### config.mk
export PLATFORM = sky130hd
export DESIGN_NAME = fifo_mem_drain_flat
export DESIGN_NICKNAME = d
export VERILOG_FILES = /design/src/rtl/fifo_mem_drain_if.sv /design/src/rtl/fifo_mem_drain.sv /design/src/flat_wrapper.sv
export SDC_FILE = /design/constraint.sdc
export NUM_CORES = 1
export LEC_CHECK = 0
export BUFFER_PORTS_ARGS = -buffer_cell sky130_fd_sc_hd__buf_2
export CAP_MARGIN = 20
export CORE_ASPECT_RATIO = 0.9
export CORE_UTILIZATION = 38
export CTS_BUF_LIST = sky130_fd_sc_hd__clkbuf_4
export DETAILED_ROUTE_END_ITERATION = 10
export PLACE_DENSITY_LB_ADDON = 0.12
export SYNTH_ARGS = -nofsm -noshare
export SYNTH_HDL_FRONTEND = slang
export SYNTH_SLANG_ARGS = --single-unit
### constraint.sdc
create_clock -name clk -period 1.9 [get_ports clk]
set_clock_uncertainty 0.2 [all_clocks]
set_input_delay 0.19 -clock clk [delete_from_list [all_inputs] [get_ports clk]]
set_output_delay 0.19 -clock clk [all_outputs]
set_load 0.02 [all_outputs]
### src/rtl/fifo_mem_drain_if.sv
// fifo_mem_drain_if
// Bundles the control, FIFO-read and memory-write signals of the
// fifo_mem_drain stage.
//   master : the environment (start/base_addr request, FIFO flags and data)
//   slave  : the drain stage (pop strobe, memory write port, status)
// Signals:
//   start, base_addr            : transfer request and first write address
//   fifo_empty, fifo_rd_data    : FIFO status and registered read data
//   fifo_pop                    : FIFO pop strobe
//   mem_we, mem_waddr, mem_wdata: memory write port
//   busy, done, words_written   : transfer status
interface fifo_mem_drain_if #(
  parameter int DATA_WIDTH = 32,
  parameter int ADDR_WIDTH = 4,
  parameter int CNT_WIDTH  = 5
);
  logic                  start;
  logic [ADDR_WIDTH-1:0] base_addr;
  logic                  fifo_empty;
  logic [DATA_WIDTH-1:0] fifo_rd_data;
  logic                  fifo_pop;
  logic                  mem_we;
  logic [ADDR_WIDTH-1:0] mem_waddr;
  logic [DATA_WIDTH-1:0] mem_wdata;
  logic                  busy;
  logic                  done;
  logic [CNT_WIDTH-1:0]  words_written;

  modport master (
    output start, base_addr, fifo_empty, fifo_rd_data,
    input  fifo_pop, mem_we, mem_waddr, mem_wdata, busy, done, words_written
  );

  modport slave (
    input  start, base_addr, fifo_empty, fifo_rd_data,
    output fifo_pop, mem_we, mem_waddr, mem_wdata, busy, done, words_written
  );
endinterface

### src/rtl/fifo_mem_drain.sv
// fifo_mem_drain
// Drain stage behind the result FIFO: after a start request it pops exactly
// DATA_AMOUNT words and writes them to consecutive (wrapping) addresses of a
// memory write port, then pulses done.
// Ports:
//   clk   : rising-edge clock
//   reset : asynchronous, active-low reset
//   bus   : fifo_mem_drain_if slave modport (request, FIFO read side,
//           memory write side, status)
module fifo_mem_drain #(
  parameter int DATA_WIDTH  = 32,
  parameter int MEM_DEPTH   = 16,
  parameter int DATA_AMOUNT = 16
) (
  input  logic             clk,
  input  logic             reset,
  fifo_mem_drain_if.slave  bus
);

  localparam int ADDR_WIDTH = $clog2(MEM_DEPTH);
  localparam int CNT_WIDTH  = $clog2(DATA_AMOUNT + 1);

  localparam logic [CNT_WIDTH-1:0]  AMOUNT    = CNT_WIDTH'(DATA_AMOUNT);
  localparam logic [CNT_WIDTH-1:0]  LAST_CNT  = CNT_WIDTH'(DATA_AMOUNT - 1);
  localparam logic [CNT_WIDTH-1:0]  CNT_ONE   = CNT_WIDTH'(1);
  localparam logic [ADDR_WIDTH-1:0] LAST_ADDR = ADDR_WIDTH'(MEM_DEPTH - 1);
  localparam logic [ADDR_WIDTH-1:0] ADDR_ONE  = ADDR_WIDTH'(1);

  typedef enum logic [1:0] {
    IDLE,
    DRAIN,
    FLUSH,
    DONE
  } state_t;

  state_t                state_q, state_d;
  logic [CNT_WIDTH-1:0]  popped_q, popped_d;
  logic [CNT_WIDTH-1:0]  written_q, written_d;
  logic [ADDR_WIDTH-1:0] wptr_q, wptr_d;
  // Pop issued last cycle: the FIFO read data is valid now, so write it.
  logic                  wr_pend_q, wr_pend_d;
  logic                  pop;

  always_ff @(posedge clk or negedge reset) begin
    if (!reset) begin
      state_q   <= IDLE;
      popped_q  <= '0;
      written_q <= '0;
      wptr_q    <= '0;
      wr_pend_q <= 1'b0;
    end else begin
      state_q   <= state_d;
      popped_q  <= popped_d;
      written_q <= written_d;
      wptr_q    <= wptr_d;
      wr_pend_q <= wr_pend_d;
    end
  end

  always_comb begin
    state_d   = state_q;
    popped_d  = popped_q;
    written_d = written_q;
    wptr_d    = wptr_q;
    pop       = 1'b0;

    // Write pipeline runs independently of the state: every pending word is
    // committed and advances the pointer (modulo MEM_DEPTH) and the count.
    if (wr_pend_q) begin
      written_d = written_q + CNT_ONE;
      wptr_d    = (wptr_q == LAST_ADDR) ? '0 : wptr_q + ADDR_ONE;
    end

    unique case (state_q)
      IDLE: begin
        if (bus.start) begin
          state_d   = DRAIN;
          wptr_d    = bus.base_addr;
          popped_d  = '0;
          written_d = '0;
        end
      end
      DRAIN: begin
        pop = !bus.fifo_empty && (popped_q < AMOUNT);
        if (pop) begin
          popped_d = popped_q + CNT_ONE;
          if (popped_q == LAST_CNT) begin
            state_d = FLUSH;
          end
        end
      end
      FLUSH: begin
        if (wr_pend_q && (written_q == LAST_CNT)) begin
          state_d = DONE;
        end
      end
      DONE: begin
        state_d = IDLE;
      end
      default: begin
        state_d = IDLE;
      end
    endcase

    wr_pend_d = pop;
  end

  assign bus.fifo_pop      = pop;
  assign bus.mem_we        = wr_pend_q;
  assign bus.mem_waddr     = wptr_q;
  // FIFO data is only valid in the cycle after a pop; pass it through then
  // and hold zero otherwise so the port is quiet outside writes.
  assign bus.mem_wdata     = wr_pend_q ? bus.fifo_rd_data : '0;
  assign bus.busy          = (state_q == DRAIN) || (state_q == FLUSH);
  assign bus.done          = (state_q == DONE);
  assign bus.words_written = written_q;

endmodule

### src/flat_wrapper.sv
// flat-port wrapper written by rule: the top's interface ports become plain ports
module fifo_mem_drain_flat 
#(
  parameter int DATA_WIDTH  = 32,
  parameter int MEM_DEPTH   = 16,
  parameter int DATA_AMOUNT = 16
)
  (clk, reset, bus_start, bus_base_addr, bus_fifo_empty, bus_fifo_rd_data, bus_fifo_pop, bus_mem_we, bus_mem_waddr, bus_mem_wdata, bus_busy, bus_done, bus_words_written);
  fifo_mem_drain_if #(.DATA_WIDTH(DATA_WIDTH), .ADDR_WIDTH((4)), .CNT_WIDTH((5))) bus_i ();
  input  logic clk;
  input  logic reset;
  input wire logic [$bits(bus_i.start)-1:0] bus_start;
  input wire logic [$bits(bus_i.base_addr)-1:0] bus_base_addr;
  input wire logic [$bits(bus_i.fifo_empty)-1:0] bus_fifo_empty;
  input wire logic [$bits(bus_i.fifo_rd_data)-1:0] bus_fifo_rd_data;
  output wire logic [$bits(bus_i.fifo_pop)-1:0] bus_fifo_pop;
  output wire logic [$bits(bus_i.mem_we)-1:0] bus_mem_we;
  output wire logic [$bits(bus_i.mem_waddr)-1:0] bus_mem_waddr;
  output wire logic [$bits(bus_i.mem_wdata)-1:0] bus_mem_wdata;
  output wire logic [$bits(bus_i.busy)-1:0] bus_busy;
  output wire logic [$bits(bus_i.done)-1:0] bus_done;
  output wire logic [$bits(bus_i.words_written)-1:0] bus_words_written;
  assign bus_i.start = bus_start;
  assign bus_i.base_addr = bus_base_addr;
  assign bus_i.fifo_empty = bus_fifo_empty;
  assign bus_i.fifo_rd_data = bus_fifo_rd_data;
  assign bus_fifo_pop = bus_i.fifo_pop;
  assign bus_mem_we = bus_i.mem_we;
  assign bus_mem_waddr = bus_i.mem_waddr;
  assign bus_mem_wdata = bus_i.mem_wdata;
  assign bus_busy = bus_i.busy;
  assign bus_done = bus_i.done;
  assign bus_words_written = bus_i.words_written;
  fifo_mem_drain #(.DATA_WIDTH(DATA_WIDTH), .MEM_DEPTH(MEM_DEPTH), .DATA_AMOUNT(DATA_AMOUNT)) u_core (.clk(clk), .reset(reset), .bus(bus_i));
endmodule
After elaboration in Yosys (flattened, before gate mapping)
Cells that the tools add are included.

Bits in registers: 17. Input port bits: 40. Logic and storage cells: 44.

Add/subtract/negate cells: 3. Order comparisons: 1. Eq/ne operators: 10. Muxes and demuxes: 17. Reduce and logical (&&, ||, !) cells: 8.

Operator list (count): 2-to-1 mux 32 bit (1); 2-to-1 mux 5 bit (5); 2-to-1 mux 4 bit (4); adder 5 x 1 -> 5 bit, second input constant (2); equality test 5 x 4 -> 1 bit, second input constant (2); case mux 5 bit (2 select lines) (1); 2-to-1 mux 2 bit (4); case mux 2 bit (4 select lines) (1); != test 2 x 1 -> 1 bit, second input constant (3); less-than comparator 5 bit, second input constant (1); adder 4 x 1 -> 4 bit, second input constant (1); equality test 2 bit, second input constant (2); equality test 4 bit, second input constant (1); AND reduction 4 bit (1); AND reduction 3 bit (1); equality test 2 x 1 -> 1 bit, second input constant (1); logical AND 1 bit (2); logical NOT 2 bit (1); != test 2 bit, second input constant (1); nonzero test 2 bit (1); logical NOT 1 bit (1); logical OR 1 bit (1); 2-to-1 mux 1 bit (1).

Depth between registers and ports, before layout
Word-level depth: 5. Depth in mapped cells: 7.

Worst setup path before layout
No wires, ideal clock.

Kind: reg-to-reg. Start point: reg u_core.popped_q[0]. End point: reg u_core.state_q[1]. Setup time: 125 ps. Data arrival time: 1614 ps. Required time: 1575 ps. Setup slack: -38 ps. Stages on the path, launching flop included: 8. Period minus slack after synthesis: 1938 ps. Cells stage by stage: dfrtp_1 ha_1 and3_1 ha_1 nor3b_1 o22ai_1 a21oi_1 mux2_2.

Cells in the longest elaborated chain, start to end: 4. Elaborated cells between the ends (all ways): 6.

RTL lines: start, declared (RTL line fifo_mem_drain.sv:37) `logic [CNT_WIDTH-1:0] popped_q, popped_d;`; start signal, assigned (RTL line fifo_mem_drain.sv:53) `popped_q <= popped_d;`; less-than comparator 5 bit (RTL line fifo_mem_drain.sv:84) `pop = !bus.fifo_empty && (popped_q < AMOUNT);`; logical AND 1 bit (RTL line fifo_mem_drain.sv:84); != test 2 x 1 -> 1 bit (no source line); AND reduction 4 bit (no source line) (*); end signal, assigned (RTL line fifo_mem_drain.sv:52) `state_q <= state_d;`; end, declared (RTL line fifo_mem_drain.sv:36) `state_t state_q, state_d;`.

Mark *: on every way between the ends. The rest lies on a longest branch, timed or not. A chain may end at the register's enable or synchronous reset.

Worst setup path in the final report
Same ends and word-level chain as after synthesis.

==> impl_metrics.tcl <==
set metrics [dict create \
    htreeDepth 1 \
    vdd_drop_max_mv 0.766 \
    r2r_slack_ns -0.07 \
    worstMarginPinSlew_ns 0.391 \
    initial_core_util_pct 40.1 \
    synth-seq-area-share_pct 34.6 \
    synth_cell_types 31 \
    fmax_mhz 509 \
    grt_pass1_wl_mm 5.55 \
    clk_root_buffer_cell "clkbuf_4" \
    die_area_um2 3470 \
    cp.arrival_ns 1.96 \
    yosys.area_share.simple_pct 30.5 \
    grt_pass1_vias 1334 \
    final.period_utilization_pct 103 \
    cts_buffers 3 \
    p_leak_uw 0.00109 \
    period_minus_slack_ns 1.97 \
    synth-adder-area-share_pct 10.2 \
    worstHoldPathCells 3 \
    vias 1359 \
    use_met3_pct 5.12 \
    layout_common_cells "buf_2, and2_1, buf_4" \
    synth_xor_xnor_area_share_pct 2.85 \
    critical_path_class "flop to flop" \
    path_max_fanout 2 \
    status "finished, violations left" \
    muxShareOfSynthArea_pct 6.71 \
    use_met1_pct 26.2 \
    grt_max_degree 28 \
    yosys.area.top_type "dfrtp_1" \
    via_per_inst 4.65 \
    hp-class "input port to flop" \
    nFillCells 265 \
    worst-path-buf-inv 0 \
    multi_input_area_um2 817 \
    grt.total_usage_pct 21.1 \
    synth_top_area_share_pct 34.6 \
    slew_viol_final 0 \
    r2r_start "u_core.popped_q[0]$_DFFE_PN0P_" \
    hold_viol_final 0 \
    cts_tree "yes" \
    path_delay_family "simple AND/OR/NAND/NOR gates" \
    syn_inst 141 \
    fin_cells 292 \
    drt_wl_total_mm 3.49 \
    rr_worst_depth 7 \
    port_buffers 84 \
    regArea_um2 425 \
    grt_busiest_layer "met2" \
    synth_area_per_cell_um2 8.73 \
    clock_path_buffers 2 \
    synth_top_family_by_area "simple AND/OR/NAND/NOR gates" \
    worst_r2r_endpoint "u_core.state_q[1]$_DFFE_PN0P_" \
    cap_viol_max_count 0 \
    n_antenna_cell 0 \
    dp_hpwl_mm 2.68 \
    clock-sinks 17 \
    yosysWarnings 0 \
    synthTopCellsByArea "dfrtp_1, and2_1, ha_1" \
    cp.required_ns 1.90 \
    wl_per_cell_um 12.0 \
    grt.overflow.total 0 \
    violations "negative setup slack" \
    hp-start "bus_start" \
    route.detailed.drc 0 \
    synth-seq-cells 17 \
    use_met2_pct 35.3 \
    io-pin-count 85 \
    rsz0062_at_grt "yes" \
    synth_compound_area_share_pct 11.1 \
    die_h_um 56 \
    insertion_delay_ns 0.30 \
    worst_slack_ns -0.0652 \
    antenna_left 0 \
    drt_iter0_drc 44 \
    power_uw 2500 \
    crit_path_max_incr_delay_ns 0.37 \
    path_clk_slew_ns 0.11 \
    syn_to_final_growth_pct 61.7 \
    rows 19 \
    fp.dieW_um 62 \
    finalNetCount 301 \
    drtPass1Iterations 4 \
    synth_area_um2 1230 \
    setup_viol_count_final 2 \
    whs_endpoint "u_core.popped_q[3]$_DFFE_PN0P_" \
    syn_nets 191 \
    final_common_cell "buf_2" \
    crit_path_start_kind "flop" \
    slew_headroom_pct 73.9 \
    critPathCaptureType "flop" \
    drive_above_1_share_pct 49.2 \
    place.gp.congestion 0.863 \
    antenna_found_initial 0 \
    core_um2 3070 \
    placedCellCount 274 \
    crit_slowest_cell "dfrtp_1" \
    crit_chain "ha_2 > and3_4 > ha_4 > nor3b_4 > o22ai_2 > a21oi_2 > mux2_4" \
    cp-startpoint "u_core.popped_q[0]$_DFFE_PN0P_" \
    power_density_nw_per_um2 1260 \
]
-- metrics by stage --
| step | setup TNS [ns] | setup WS [ns] | instance area, µm² | utilization (%) | hold slack, ns |
|---|---|---|---|---|---|
| 4_1_cts | -0.0440 | -0.0440 | 1920 | 62.5 | 0.0436 |
| 2_1_floorplan | -0.0173 | -0.0173 | 1240 | - | -0.306 |
| 5_1_grt | -0.183 | -0.109 | 1990 | 64.9 | 0.0602 |
| 3_3_place_gp | 0 | 0.0342 | 1780 | 58.2 | -0.0611 |
| 3_5_place_dp | -0.0533 | -0.0533 | 1780 | 58.2 | -0.0627 |
| 6_report | -0.0829 | -0.0652 | 1990 | 64.9 | 0.0610 |
-- where the power goes --
part / internal [µW] / leakage (µW) / switching [µW]
clock network: 78.6 / 0.0000177 / 126
logic: 769 / 0.000855 / 879
registers: 506 / 0.000219 / 145
-- registers in the layout, indices dropped and copies added, names as in the netlist --
signal                    count
u_core.bus.mem_we             1
u_core.bus.words_written      5
u_core.state_q                2
u_core.popped_q               5
u_core.bus.mem_waddr          4
-- worst reg2reg max path, cell delays in order, from the launching register on --
cell	delay, ns
dfrtp_1	0.37
ha_2	0.19
and3_4	0.19
ha_4	0.12
nor3b_4	0.20
o22ai_2	0.12
a21oi_2	0.17
mux2_4	0.31
-- area by class of cell --
cell class	count	area share, %
multi-input combinational	111	41.0
timing repair buffer	111	32.2
sequential	17	21.4
tap	42	2.64
inverter	7	1.32
clock buffer	3	1.13
clock inverter	1	0.251
-- logic make-up after synthesis --
family / count (synthesis)
DFF: 17
and+or+nand+nor: 67
buffers and inverters: 13
AOI/OAI and AO/OA: 22
xor gates and xnor gates: 4
muxes: 8
adders and majority gates: 10
-- worst max-delay path by stage --
stage	endpoint	slack, ns	cells past startpoint
floorplan	u_core.state_q[1]$_DFFE_PN0P_	-0.02	7
global placement	u_core.state_q[1]$_DFFE_PN0P_	0.03	7
detailed placement	u_core.state_q[1]$_DFFE_PN0P_	-0.05	7
CTS	u_core.state_q[1]$_DFFE_PN0P_	-0.04	7
global route	u_core.state_q[1]$_DFFE_PN0P_	-0.11	7
finish	u_core.state_q[1]$_DFFE_PN0P_	-0.07	7
-- cell usage after synthesis --
cell and number:
nor3b_1 1, o21ai_0 8, and3_1 2, o2111ai_1 1, nor2b_1 2, nor3b_4 1
buf_2 2, or3_1 1, a21oi_1 5, clkbuf_1 4, nand3_1 2, nand4_1 2
nor2_1 11, a41oi_1 1, dfrtp_1 17, nand2_1 11, nand2b_1 1, mux2_2 2
mux2i_1 6, ha_1 10, xnor2_1 1, a31oi_1 2, and2_1 32, o221ai_1 1
o31a_1 1, and2_0 1, xor2_1 3, o32a_1 1, o22ai_1 1, inv_1 7
o211ai_1 1
-- routing by layer --
metal	vias up	part of all wire (%)
li1	690	-
met3	4	3.3
met5	-	0
met4	0	0.60
met2	27	51
met1	638	45
-- timing repair --
action                                  in CTS  in global routing
resized for setup                            7                  7
hold buffers                                 5                  0
endpoints found under the setup margin       2                  4
hold endpoints to repair                    21                  0
setup buffers                                3                  6
pin swaps                                    2                  2
Power figures use the tool's default switching activity.
